### config.mk
export PLATFORM = sky130hd
export DESIGN_NAME = fifo_wr_arb
export DESIGN_NICKNAME = d
export VERILOG_FILES = /design/src/rtl/fifo_wr_arb.sv
export SDC_FILE = /design/constraint.sdc
export NUM_CORES = 1
export LEC_CHECK = 0
export BUFFER_PORTS_ARGS = -buffer_cell sky130_fd_sc_hd__buf_4
export CORE_MARGIN = 2
export CORE_UTILIZATION = 50
export CTS_BUF_LIST = sky130_fd_sc_hd__clkbuf_8
export DETAILED_ROUTE_END_ITERATION = 8
export PLACE_DENSITY = 0.87
export REMOVE_ABC_BUFFERS = 1
export SKIP_LAST_GASP = 1
export SYNTH_ARGS = -nofsm -noshare
export SYNTH_HDL_FRONTEND = slang
export SYNTH_SLANG_ARGS = --single-unit
export TNS_END_PERCENT = 50
### constraint.sdc
create_clock -name clk -period 2.96 [get_ports clk]
set_input_delay 0.148 -clock clk [delete_from_list [all_inputs] [get_ports clk]]
set_output_delay 0.148 -clock clk [all_outputs]
set_load 0.005 [all_outputs]
### src/rtl/fifo_wr_arb.sv
// fifo_wr_arb: round-robin arbiter that merges NREQ valid/ready requesters
// into one registered write port of a downstream FIFO, gated by credits.
//
// Ports:
//   clk         rising-edge clock
//   res         asynchronous active-low reset
//   req_valid   per-requester valid            [NREQ]
//   req_data    requester i at [i*WIDTH +: WIDTH]
//   req_ready   per-requester accept (comb. from registered state)
//   fifo_wr_en  registered FIFO write strobe
//   fifo_wdata  registered FIFO write data     [WIDTH]
//   fifo_rd_en  FIFO read strobe (credit return when not empty)
//   fifo_empty  FIFO empty flag
//   grant_id    current owner, 0 when idle
//   credits     free FIFO slots tracked locally
module fifo_wr_arb #(
    parameter int WIDTH     = 8,
    parameter int NREQ      = 4,
    parameter int FIFO_SIZE = 16,
    parameter int BURST     = 4,
    // An index needs at least one bit, even with a single requester.
    localparam int IW = (NREQ > 1) ? $clog2(NREQ) : 1,
    localparam int CW = $clog2(FIFO_SIZE + 1)
) (
    input  logic                  clk,
    input  logic                  res,
    input  logic [NREQ-1:0]       req_valid,
    input  logic [NREQ*WIDTH-1:0] req_data,
    output logic [NREQ-1:0]       req_ready,
    output logic                  fifo_wr_en,
    output logic [WIDTH-1:0]      fifo_wdata,
    input  logic                  fifo_rd_en,
    input  logic                  fifo_empty,
    output logic [IW-1:0]         grant_id,
    output logic [CW-1:0]         credits
);

    localparam int BW = (BURST > 1) ? $clog2(BURST) : 1;

    typedef enum logic {
        ST_IDLE,
        ST_GRANT
    } state_t;

    state_t           r_state;
    logic [IW-1:0]    r_owner;
    logic [IW-1:0]    r_last_owner;
    logic [BW-1:0]    r_beat;
    logic [CW-1:0]    r_credits;
    logic             r_wr_en;
    logic [WIDTH-1:0] r_wdata;

    logic [WIDTH-1:0] w_data [NREQ];
    logic [NREQ-1:0]  w_ready;
    logic [IW-1:0]    w_pick;
    logic [IW-1:0]    w_cand;
    logic             w_found;
    logic             w_has_cr;
    logic             w_xfer;
    logic             w_ret;
    logic             w_last_beat;
    logic             w_release;

    for (genvar g = 0; g < NREQ; g++) begin : g_unpack
        assign w_data[g] = req_data[g*WIDTH +: WIDTH];
    end

    assign w_has_cr    = (r_credits != '0);
    assign w_ret       = fifo_rd_en && !fifo_empty;
    assign w_xfer      = (r_state == ST_GRANT)
                      && req_valid[r_owner] && w_has_cr;
    assign w_last_beat = (r_beat == BW'(BURST - 1));

    // A credit arriving in the same cycle keeps a starved owner alive.
    assign w_release = !req_valid[r_owner]
                    || (!w_has_cr && !w_ret)
                    || (w_xfer && w_last_beat);

    // Round-robin search starting just after the previous owner.
    always_comb begin
        w_found = 1'b0;
        w_pick  = '0;
        w_cand  = '0;
        for (int i = 0; i < NREQ; i++) begin
            w_cand = IW'((int'(r_last_owner) + 1 + i) % NREQ);
            if (!w_found && req_valid[w_cand]) begin
                w_found = 1'b1;
                w_pick  = w_cand;
            end
        end
    end

    always_comb begin
        w_ready = '0;
        if (r_state == ST_GRANT && w_has_cr) begin
            w_ready[r_owner] = 1'b1;
        end
    end

    always_ff @(posedge clk or negedge res) begin
        if (!res) begin
            r_state      <= ST_IDLE;
            r_owner      <= '0;
            r_last_owner <= IW'(NREQ - 1);
            r_beat       <= '0;
            r_credits    <= CW'(FIFO_SIZE);
            r_wr_en      <= 1'b0;
            r_wdata      <= '0;
        end else begin
            r_wr_en <= w_xfer;
            if (w_xfer) begin
                r_wdata <= w_data[r_owner];
            end

            // Simultaneous take and return cancel out.
            if (w_xfer && !w_ret) begin
                r_credits <= r_credits - CW'(1);
            end else if (w_ret && !w_xfer
                         && r_credits != CW'(FIFO_SIZE)) begin
                r_credits <= r_credits + CW'(1);
            end

            unique case (r_state)
                ST_IDLE: begin
                    if (w_found && w_has_cr) begin
                        r_state <= ST_GRANT;
                        r_owner <= w_pick;
                        r_beat  <= '0;
                    end
                end
                ST_GRANT: begin
                    if (w_xfer) begin
                        r_beat <= r_beat + BW'(1);
                    end
                    if (w_release) begin
                        r_state      <= ST_IDLE;
                        r_last_owner <= r_owner;
                        r_owner      <= '0;
                    end
                end
                default: r_state <= ST_IDLE;
            endcase
        end
    end

    assign req_ready  = w_ready;
    assign fifo_wr_en = r_wr_en;
    assign fifo_wdata = r_wdata;
    assign grant_id   = r_owner;
    assign credits    = r_credits;

endmodule

After elaboration in Yosys (flattened, before gate mapping)
Index checks and enable logic that the tools add are counted.
W data, S select, Z words.
{ "classes": {"mux": 35, "n_lt_le_gt_ge": 7, "reduce_logical": 29, "eq_ne": 5, "n_bitwise": 2, "addsub": 7} }
{ "op_table": {"columns": ["operator", "count"], "rows": [
  ["$bmux W8 S2", 1],
  ["$mux W2", 8],
  ["$mux W8", 2],
  ["$lt A2 B3 Y1 const B", 5],
  ["$logic_and A1 B1 Y1", 14],
  ["$mux W1", 12],
  ["$bmux W1 S2", 5],
  ["$mux W5", 2],
  ["$logic_not A1 Y1", 8],
  ["$pmux W2 S2", 2],
  ["$add A2 B2 Y2 const B", 3],
  ["$reduce_and A2 Y1", 3],
  ["$add A5 B1 Y5 const B", 1],
  ["$ne A5 B5 Y1 const B", 1],
  ["$reduce_bool A5 Y1", 1],
  ["$sub A5 B1 Y5 const B", 1],
  ["$add A2 B1 Y2 const B", 2],
  ["$mux W4", 1],
  ["$ne A2 B1 Y1 const B", 2],
  ["$ge A3 B3 Y1 const B", 1],
  ["$not A2 Y3", 1],
  ["$demux W1 S2", 1],
  ["$eq A2 B2 Y1 const B", 1],
  ["$ge A2 B1 Y1 const B", 1],
  ["5 further kinds", 6]
]} }
{ "word_totals": {"elab_cells": 92, "ff_bits": 21, "input_bits": 40, "output_inout_bits": 20} }

Logic depth before layout (Yosys ltp)
{ "depth": {"word_depth": 16, "depth_mapped": 11} }

Worst setup path before layout
OpenSTA, ideal clock, no wires.
{ "synth_path": {"path_type": "register to register", "startpoint": "register r_credits[0], in the netlist credits[0]", "endpoint": "register r_credits[3], in the netlist credits[3]", "arrival_ns": 2.269, "path_stages_with_launch": 10, "path_slack_ns": 0.609, "synth_period_minus_slack_ns": 2.351, "cell_sequence": "dfrtp_1 or4_4 buf_6 o21ai_4 a21oi_4 ha_1 a21boi_0 a22oi_1 a2bb2oi_1 a31oi_1"} }
{ "synth_via": {"elab_chain_cells": 6, "elab_cells_between_ends": 12, "classes_between": "add/sub: 2; eq/ne: 1; mux: 2; reduce/logical: 7"} }
{ "synth_lines": {"columns": ["element", "line", "text"], "rows": [
  ["from (decl)", "49", "logic [CW-1:0] r_credits;"],
  ["from (signal assigned)", "106", "r_credits <= CW'(FIFO_SIZE);"],
  ["from (signal assigned)", "117", "r_credits <= r_credits - CW'(1);"],
  ["from (signal assigned)", "120", "r_credits <= r_credits + CW'(1);"],
  ["parallel branches: the longest is 6 deep, another holds $add A5 B1 Y5", null, null]
]} }
Several ways; the timed one is not identified. The select of a mux whose other input is x is not followed.
A chain may end at the register's enable or synchronous reset.

Worst setup path in the final report
Same ends and word-level chain as after synthesis.

==> flow_summary.toml <==
[outcome]
status = "finished, final reports clean"

[floorplan]
start_util_pct = 52.9
dieArea_um2 = 3370
core_um2 = 2760
die-height_um = 58.0
ioPinCount = 60
row_count = 19
die_w_um = 58.0

[power_and_ir_drop]
ir_drop_uv = 874
power_leakage_uw = 0.000883
internal-power_uw = 1200
p_comb_share_pct = 58.3
power_density_nw_per_um2 = 1030
pwr-share-seq_pct = 32.3
p_switching_uw = 782
switching_share_pct = 39.4
clkPwrFrac_pct = 9.3

[logic_synthesis]
ys_seq_elements = 21
synth.distinct_cells = 47
synth-simple-area-share_pct = 11.6
netlist_area_um2 = 1460
synth_adder_area_share_pct = 2.57
synth_area_leaders = "dfrtp_1 31%, mux4_2 12%, dfstp_2 5.4%, mux2_2 5.4%, buf_6 3.1%"
synth_top_area_share_pct = 30.9
synth_mux_area_share_pct = 23.6
synth_edf_count = 0
netlist_instances = 126
synthArstFlopShare_pct = 100
synth_largest_area_cell = "dfrtp_1"
seq_area_frac_synth_pct = 36.3
syn_avg_cell_area_um2 = 11.6
synth_top_family_by_area = "multiplexers"
synth_compound_area_share_pct = 16.4
synth_flop_cell = "dfrtp_1"
yosys_warnings = 0
synth_xor_area_share_pct = 2.40

[finish]
area_growth_pct = 32.4
drive_gt1_share_pct = 53.0
fin_nets = 229
antenna_cells = 0
fin_cells = 216

[setup_path]
critPathKind = "reg2reg"
cp_cell_sequence = "or4_4, o21ai_4, a21oi_4, ha_1, a21boi_0, a22oi_1, a2bb2oi_1, a31oi_1"
crit_path_top_delay_cell = "or4_4"
critPathMaxFanout = 9
cp_slowest_stage_delay_ns = 0.62
critPathLaunch = "credits[0]"
arrival_ns = 2.69
cp.required_ns = 3.14
worstReg2RegStart = "credits[0]"
start_kind = "flip-flop"
endpoint_kind = "flip-flop"

[sta]
skew_ns = 0.00528
setup_viol = 0
tightest_slew_ns = 0.482
rsz0062_at_grt = "false"
hold_violations = 0
finalCriticalPeriod_ns = 2.51
fin_crit_sh_pct = 84.7
slew_violations = 0
max_freq_ghz = 0.399
relSlewSlack_pct = 67.7
setup_tns_ns = 0

[global_routing]
grt_pass1_wl_mm = 5.99
grt_max_degree = 22
grt_pass1_vias = 1315
grt.total_usage_pct = 23.1
grt_overflow = 0
antenna_found_initial = 0

[clock_network]
postCtsHoldBufs = 1
cts_root_buf = "clkbuf_8"
clk_path_buf_depth = 2
h-tree-depth = 1
postCtsSetupRepairBufs = 0
cts-resized-gates = 0
cts_tree = "built"
cts_buffers = 3
clkLatencyLatePin_ns = 0.26
cts.clk_slew.worst_paths_ns = 0.08
cts.sinks = 21

[place]
gp_congestion = 0.868
dp_hpwl_mm = 2.78
placed_cells = 211
port_buffers = 59

[flow_run]
cap_violations = 0

[routing]
via_count = 1255
wl_per_cell_um = 16.5
dr.pass1.iters = 4
drc = 0
routed_wl_mm = 3.56
avgViaCountPerCell = 5.81
drt_iter0_drc = 58
antenna_left = 0

[hold_path]
hp-class = "in2reg"
holdCritStartpoint = "req_valid[3]"
## layout make-up
class	instances	area [µm²]
fillers	209	826
multi-input cells	92	825
flip-flops and latches	21	529
repair buffers	62	468
clock buffers	3	41.3
well taps	31	38.8
inverters	6	25.0
clock inverters	1	5.00
## state kept, by name, indices dropped and copies added, names as in the netlist
signal	count
r_last_owner	2
r_beat	2
r_state	1
credits	5
fifo_wdata	8
grant_id	2
fifo_wr_en	1
## path summary, 6_finish.rpt
kind / endpoint / slack (ns) / depth (start not counted)
worst min register to register: fifo_wdata[4] / 0.51 / 1
worst min-delay path: grant_id[1] / 0.27 / 3
max in group asynchronous: credits[4] / 2.38 / 2
min in group asynchronous: fifo_wdata[0] / 0.30 / 2
worst max register to register: credits[3] / 0.45 / 8
worst max-delay path: credits[3] / 0.45 / 8
## cells in the final DEF, fill, tap and decap left out, types with 2 or more instances in the layout
| cell type | Yosys | routed |
|---|---|---|
| buf_4 | 1 | 61 |
| dfrtp_1 | 18 | 18 |
| o21ai_0 | 8 | 8 |
| mux4_2 | 8 | 8 |
| mux2_2 | 7 | 7 |
| nand2_1 | 6 | 6 |
| nor2_1 | 6 | 6 |
| inv_1 | 5 | 5 |
| mux2i_1 | 4 | 4 |
| a21oi_1 | 4 | 4 |
| xnor2_1 | 3 | 3 |
| o22ai_1 | 3 | 3 |
| mux2_4 | 3 | 3 |
| a31oi_1 | 3 | 3 |
| nand3_1 | 3 | 3 |
| ha_1 | 3 | 3 |
| clkbuf_8 | 0 | 3 |
| dfstp_2 | 3 | 3 |
| nor3_1 | 2 | 2 |
| and2b_1 | 2 | 2 |
| o21ai_1 | 2 | 2 |
| a221oi_1 | 2 | 2 |
| a22oi_1 | 2 | 2 |
## synth_stat cells (2+ instances only)
master / count
o21ai_1: 2
o21ai_0: 8
mux2_2: 7
mux4_2: 8
dfstp_2: 3
o22ai_1: 3
a22oi_1: 2
nand2_1: 6
and2b_1: 2
nor3_1: 2
nand3_1: 3
dfrtp_1: 18
a221oi_1: 2
inv_1: 5
a21oi_1: 4
buf_6: 4
mux2i_1: 4
a31oi_1: 3
mux2_4: 3
xnor2_1: 3
ha_1: 3
nor2_1: 6
## power by group through the flow
stage | Combinational (µW) | Clock (µW) | Sequential (µW)
after CTS | 1170 | 188 | 640
after global placement | 1120 | 0 | 627
after global routing | 1280 | 202 | 674
after detailed placement | 1160 | 0 | 642
after floorplan | 722 | 0 | 642
final | 1160 | 185 | 641
## critical path, delay by kind of cell, from the launching register on
family	cells	cell delay (ns)
compound gates	6	0.99
flops	1	0.47
fa+ha+maj	1	0.36
simple gates	1	0.62
## routing by layer
| layer | vias up | share of wire, % | track usage (%) |
|---|---|---|---|
| met3 | 4 | 7.2 | 3.57 |
| met1 | 615 | 38 | 26.4 |
| met5 | - | 0 | 0 |
| li1 | 592 | - | - |
| met4 | 0 | 0.59 | 5.65 |
| met2 | 44 | 54 | 44.6 |
## per-stage QoR
stage                     util, %  setup slack (ns)  area [µm²]  power [µW]  hold slack, ns
after detailed placement     68.0             0.459        1880        1800          0.0437
after CTS                    70.1             0.464        1930        2000           0.272
final                        70.1             0.454        1930        1990           0.271
after global placement       68.0             0.566        1880        1740          0.0439
after global routing         70.1             0.324        1930        2160           0.292
after floorplan                 -             0.504        1380        1360          -0.148
## kinds of logic (layout without fill, tap and decap cells)
logic type                 Yosys count  count (layout)
AOI/OAI and AO/OA                   33              33
xor gates and xnor gates             4               4
adders and majority gates            3               3
buffers and inverters               13              72
DFF                                 21              21
muxes                               22              22
and+or+nand+nor                     30              30
No activity file was read; power rests on OpenSTA's default activity.
